==> src/rtl/data_mem_ctrl_pkg.sv <==
// Shared types for the data memory controller: FSM states, latched store request, lane byte helper.
package data_mem_ctrl_pkg;

  typedef enum logic [2:0] {
    S_IDLE    = 3'd0,
    S_RD      = 3'd1,
    S_RD_LAST = 3'd2,
    S_WR      = 3'd3,
    S_DONE    = 3'd4
  } state_t;

  typedef struct packed {
    logic [3:0]  mask;
    logic [31:0] data;
  } st_req_t;

  function automatic logic [7:0] lane_byte(input logic [31:0] data, input logic [1:0] lane);
    return 8'(data >> {lane, 3'b000});
  endfunction

endpackage

==> src/rtl/data_mem_ctrl_lane_sel.sv <==
// Next-set-lane finder: lowest set mask lane at or above 0 (from_start) or strictly above cur.
module dmem_lane_sel (
  input  logic [3:0] mask,
  input  logic [1:0] cur,
  input  logic       from_start,
  output logic [1:0] next,
  output logic       last
);
  logic found;

  always_comb begin
    next  = cur;
    found = 1'b0;
    for (int i = 0; i < 4; i++) begin
      if (!found && mask[i] && (from_start || (i > int'(cur)))) begin
        next  = 2'(i);
        found = 1'b1;
      end
    end
    last = !found;
  end

endmodule

==> src/rtl/data_mem_ctrl.sv <==
// Serialises 32-bit loads/stores from ME into single-byte RAM bus accesses.
// Optional one-entry last-word read cache: define DMEM_LAST_WORD_CACHE_EN.
module data_mem_ctrl
  import data_mem_ctrl_pkg::*;
#(
  parameter int ADDR_W = 17
) (
  input  logic              clk,
  input  logic              rst,
  input  logic              r_enable_i,
  input  logic              w_enable_i,
  input  logic [3:0]        w_mask_i,
  input  logic [31:0]       w_data_i,
  input  logic [31:0]       addr_i,
  output logic [31:0]       r_data_o,
  output logic              busy_o,
  output logic              done_o,
  output logic [ADDR_W-1:0] mem_addr_o,
  output logic [7:0]        mem_dout_o,
  output logic              mem_wr_o,
  output logic              mem_rd_o,
  input  logic              mem_ready_i,
  input  logic [7:0]        mem_din_i
);
  localparam int WA_W = ADDR_W - 2;

  state_t          state;
  logic [WA_W-1:0] word;
  logic [1:0]      cnt;
  st_req_t         wreq;
  logic            rd_pend;
  logic [23:0]     rd_buf;

  logic [WA_W-1:0] req_word;
  logic [1:0]      first_lane, next_lane;
  logic            mask_empty, wr_last;
  logic            unused_addr;

  assign req_word    = addr_i[ADDR_W-1:2];
  assign unused_addr = ^{addr_i[31:ADDR_W], addr_i[1:0]};

  dmem_lane_sel u_first (
    .mask       (w_mask_i),
    .cur        (2'd0),
    .from_start (1'b1),
    .next       (first_lane),
    .last       (mask_empty)
  );

  dmem_lane_sel u_next (
    .mask       (wreq.mask),
    .cur        (cnt),
    .from_start (1'b0),
    .next       (next_lane),
    .last       (wr_last)
  );

`ifdef DMEM_LAST_WORD_CACHE_EN
  logic            c_valid;
  logic [WA_W-1:0] c_tag;
  logic [31:0]     c_data;
  logic            c_hit;
  assign c_hit = c_valid && (c_tag == req_word);
`endif

  // Bus side is a pure decode of registered state so it never glitches on request inputs.
  assign busy_o     = (state == S_RD) || (state == S_RD_LAST) || (state == S_WR);
  assign done_o     = (state == S_DONE);
  assign mem_rd_o   = (state == S_RD);
  assign mem_wr_o   = (state == S_WR);
  assign mem_addr_o = {word, cnt};
  assign mem_dout_o = (state == S_WR) ? lane_byte(wreq.data, cnt) : 8'h00;

  always_ff @(posedge clk) begin
    if (rst) begin
      state    <= S_IDLE;
      word     <= '0;
      cnt      <= 2'd0;
      wreq     <= '0;
      rd_pend  <= 1'b0;
      rd_buf   <= '0;
      r_data_o <= '0;
`ifdef DMEM_LAST_WORD_CACHE_EN
      c_valid  <= 1'b0;
      c_tag    <= '0;
      c_data   <= '0;
`endif
    end else begin
      case (state)
        S_IDLE: begin
          rd_pend <= 1'b0;
          if (w_enable_i) begin
            word      <= req_word;
            wreq.mask <= w_mask_i;
            wreq.data <= w_data_i;
            cnt       <= first_lane;
            state     <= mask_empty ? S_DONE : S_WR;
`ifdef DMEM_LAST_WORD_CACHE_EN
            if (c_hit)
              for (int i = 0; i < 4; i++)
                if (w_mask_i[i]) c_data[8*i +: 8] <= lane_byte(w_data_i, 2'(i));
`endif
          end else if (r_enable_i) begin
            word <= req_word;
            cnt  <= 2'd0;
`ifdef DMEM_LAST_WORD_CACHE_EN
            if (c_hit) begin
              r_data_o <= c_data;
              state    <= S_DONE;
            end else begin
              state <= S_RD;
            end
`else
            state <= S_RD;
`endif
          end
        end

        S_RD: begin
          // Read data trails its accepted strobe by one cycle; a pending byte belongs to lane cnt-1.
          rd_pend <= mem_ready_i;
          if (rd_pend) begin
            case (cnt - 2'd1)
              2'd0:    rd_buf[7:0]   <= mem_din_i;
              2'd1:    rd_buf[15:8]  <= mem_din_i;
              default: rd_buf[23:16] <= mem_din_i;
            endcase
          end
          if (mem_ready_i) begin
            cnt <= cnt + 2'd1;
            if (cnt == 2'd3) state <= S_RD_LAST;
          end
        end

        S_RD_LAST: begin
          rd_pend  <= 1'b0;
          r_data_o <= {mem_din_i, rd_buf};
          state    <= S_DONE;
`ifdef DMEM_LAST_WORD_CACHE_EN
          c_valid <= 1'b1;
          c_tag   <= word;
          c_data  <= {mem_din_i, rd_buf};
`endif
        end

        S_WR: begin
          if (mem_ready_i) begin
            if (wr_last) state <= S_DONE;
            else         cnt   <= next_lane;
          end
        end

        S_DONE: begin
          cnt   <= 2'd0;
          state <= S_IDLE;
        end

        default: state <= S_IDLE;
      endcase
    end
  end

endmodule

==> config.mk <==
export PLATFORM = sky130hd
export DESIGN_NAME = data_mem_ctrl
export DESIGN_NICKNAME = d
export VERILOG_FILES = /design/src/rtl/data_mem_ctrl_pkg.sv /design/src/rtl/data_mem_ctrl_lane_sel.sv /design/src/rtl/data_mem_ctrl.sv
export SDC_FILE = /design/constraint.sdc
export NUM_CORES = 1
export LEC_CHECK = 0
export BUFFER_PORTS_ARGS = -buffer_cell sky130_fd_sc_hd__clkbuf_2
export CAP_MARGIN = 20
export CORE_ASPECT_RATIO = 1.1
export CORE_MARGIN = 2
export CORE_UTILIZATION = 46
export DETAILED_ROUTE_END_ITERATION = 12
export PLACE_DENSITY = 0.75
export SYNTH_ARGS = -nofsm -noshare
export SYNTH_HDL_FRONTEND = slang
export SYNTH_HIERARCHICAL = 1
export SYNTH_SLANG_ARGS = --single-unit
export TNS_END_PERCENT = 20
==> constraint.sdc <==
create_clock -name clk -period 1.9 [get_ports clk]
set_input_delay 0.285 -clock clk [delete_from_list [all_inputs] [get_ports clk]]
set_output_delay 0.285 -clock clk [all_outputs]
set_load 0.02 [all_outputs]
==> results.cfg <==
[run_status]
status = complete, but fails checks
violations = negative setup slack

[drt]
drt-met1-wl_microns = 5098
wirelength_microns = 12720
vias_per_cell = 5.157
wl_met3_microns = 699
drtIter0Drc = 180
wire_per_inst_microns = 14.17
dr.pass1.iters = 4
route.vias.total = 4631
met2_length_microns = 6700
drc = 0
highest_layer = met4
ant_nets = 0

[logic_synthesis]
netlist-cell-type-count = 41
syn_inst = 593
syn_avg_cell_area_sq_um = 7.866
synth-xor-area-share = 0
synthTopCellsByArea = dfxtp_1, nand2_1, a21oi_1, mux4_2, nand3_1
synthAdderAreaFrac = 0.008047
synth_area_sq_um = 4664
synth.top_cell.area_share = 0.4850
synth.mux.area_fraction = 0.04104
synth_ff_type = dfxtp_1
ys_ff_latch = 113
ys_warn_count = 6
synth_top_family_by_area = simple AND/OR/NAND/NOR gates
synth_compound_area_frac = 0.1564
synth-edff-count = 0
ys_seq_area_frac = 0.4850
synth_largest_area_cell = dfxtp_1
async_flop_share = 0
synth_simple_gate_area_frac = 0.2589

[worst_hold_path]
hold_depth = 3
hp-class = in2reg
hp-start = w_mask_i[3]
min_to = wreq[35]

[timing]
hold_ws_ns = 0.02137
hold_violations = 0
worst_slew_pin_slew_ns = 0.9810
period_needed_ns = 2.154
grt_setup_unrepaired = true
maxSlewHeadroom = 0.3416
setup-violations-final = 10
max_freq_ghz = 0.4643
fin_ws_ns = -0.2536
finalMaxSlewViolations = 0
period_share = 1.133
fin_skew_ns = 0.005883

[power]
leakagePower_nw = 2.729
ir_drop_mv = 0.8680
p_per_area_nw_per_um2 = 1316

[worst_setup_path]
rrSetupSlack_ns = -0.10
cp_data_required_time_ns = 1.62
startpoint_type = flop
ff2ff_path_depth = 8
r2r-end = cnt[0]
end_kind = output pin
timing.critical_path.fanout_max = 5
r2r-start = cnt[0]
critPathKind = reg2out
critPathArrivalTime_ns = 1.87

[final_layout]
area_growth_pct = 41.74
drive_gt1_frac = 0.2571
finalNonFillerCells = 898
layout.nets = 850
n_antenna_cell = 0
final_cell_mix = nand2_1, clkbuf_2, a21oi_1
final_common_cell = nand2_1

[clocking]
numClockSinks = 113
cts_buffers = 17
clockRootBuffer = clkbuf_8
cts_tree = yes
htreeDepth = 4
cts_max_path_buffers = 2
clk_pin_slew_ns = 0.05
clkLatencyLatePin_ns = 0.50

[floorplanning]
initial_core_util = 0.4717
pin_count = 142
rows = 38
coreArea_sq_um = 9889
die_h_microns = 109.6
die-area_sq_um = 10960
die_w_microns = 100.0

[global_route]
antenna_found_initial = 0
grt_use_total = 0.2351
grt_overflow_total = 0
grt_pass1_vias = 4417
grt_pass1_wl_microns = 20270
grt_max_degree = 58

[placed_design]
place.gp.congestion = 0.8356
hpwlAfterDp_microns = 7916
pre_cts_slack_ns = 0.001676
io_buffers = 124
dpl.cell_count = 828

[job]
cap_violations = 0
[layout make-up]
cell class	instances	area, sq um
timing repair buffer	180	1274
sequential	113	2271
clock inverter	10	158.9
fill	804	3278
multi-input combinational	448	2286
inverter	6	22.52
clock buffer	21	449.2
tap	120	150.1
[through the flow]
step	utilization	power, mW	cell area, sq um	TNS, ns
final	0.6685	8.697	6611	-2.054
after global placement	0.5514	5.128	5453	0
after floorplan	-	4.542	4733	0
after global routing	0.6685	9.170	6611	-2.914
after CTS	0.6622	8.663	6549	-2.376
after detailed placement	0.5514	5.210	5453	0
[cells in the mapped netlist (4+ instances only)]
cell,instances
nand2_1,203
a21oi_1,113
dfxtp_1,113
nand3_1,24
clkbuf_1,21
nor2_1,18
buf_2,15
and3_1,8
mux4_2,8
inv_1,6
nand2b_1,6
nor2b_1,5
buf_4,4
nor3_1,4
o21ai_0,4
[sequential cells by signal, indices dropped and copies added (netlist names)]
register / flops
cnt: 2
r_data_o: 32
rd_buf: 24
rd_pend: 1
state: 3
word: 15
wreq: 36
[what timing repair did]
action	CTS	global route
hold buffers	37	0
setup endpoints to repair	12	16
cloned	1	0
setup buffers	0	0
resized for setup	23	17
pin swaps	1	0
hold endpoints to repair	37	0
[where the power goes]
part | switching [mW] | internal, mW
Combinational | 1.52 | 1.04
Sequential | 0.225 | 2.68
Clock | 1.05 | 2.18
Total | 2.80 | 5.90
[how the worst max path moves through the flow]
stage,startpoint,end,depth (start not counted)
floorplan,cnt[0],cnt[0],7
global placement,cnt[0],cnt[1],8
detailed placement,wreq[34],cnt[1],8
CTS,cnt[0],mem_dout_o[1],4
global route,cnt[0],mem_dout_o[2],4
finish,cnt[0],mem_dout_o[6],4
[layer usage]
| layer | up-vias | track usage |
|---|---|---|
| met3 | 22 | 0.06993 |
| met2 | 149 | 0.4247 |
| li1 | 2315 | - |
| met4 | 0 | 0.08611 |
| met5 | - | 0 |
| met1 | 2145 | 0.2623 |
[cell families (layout without fill, tap and decap cells)]
group / after synthesis / after routing
buffers and inverters: 50 / 217
other: 2 / 20
adder cells (fa/ha/maj): 3 / 3
AO/OA/AOI/OAI: 134 / 134
multiplexers: 9 / 9
flip-flops: 113 / 113
AND/OR/NAND/NOR: 282 / 282
[critical path: stages, from the launching register on]
cell and delay, ns:
dfxtp_4 0.40, buf_16 0.13, mux4_2 0.47, and3_1 0.20, clkbuf_2 0.16
(Power assumes the default switching activity.)
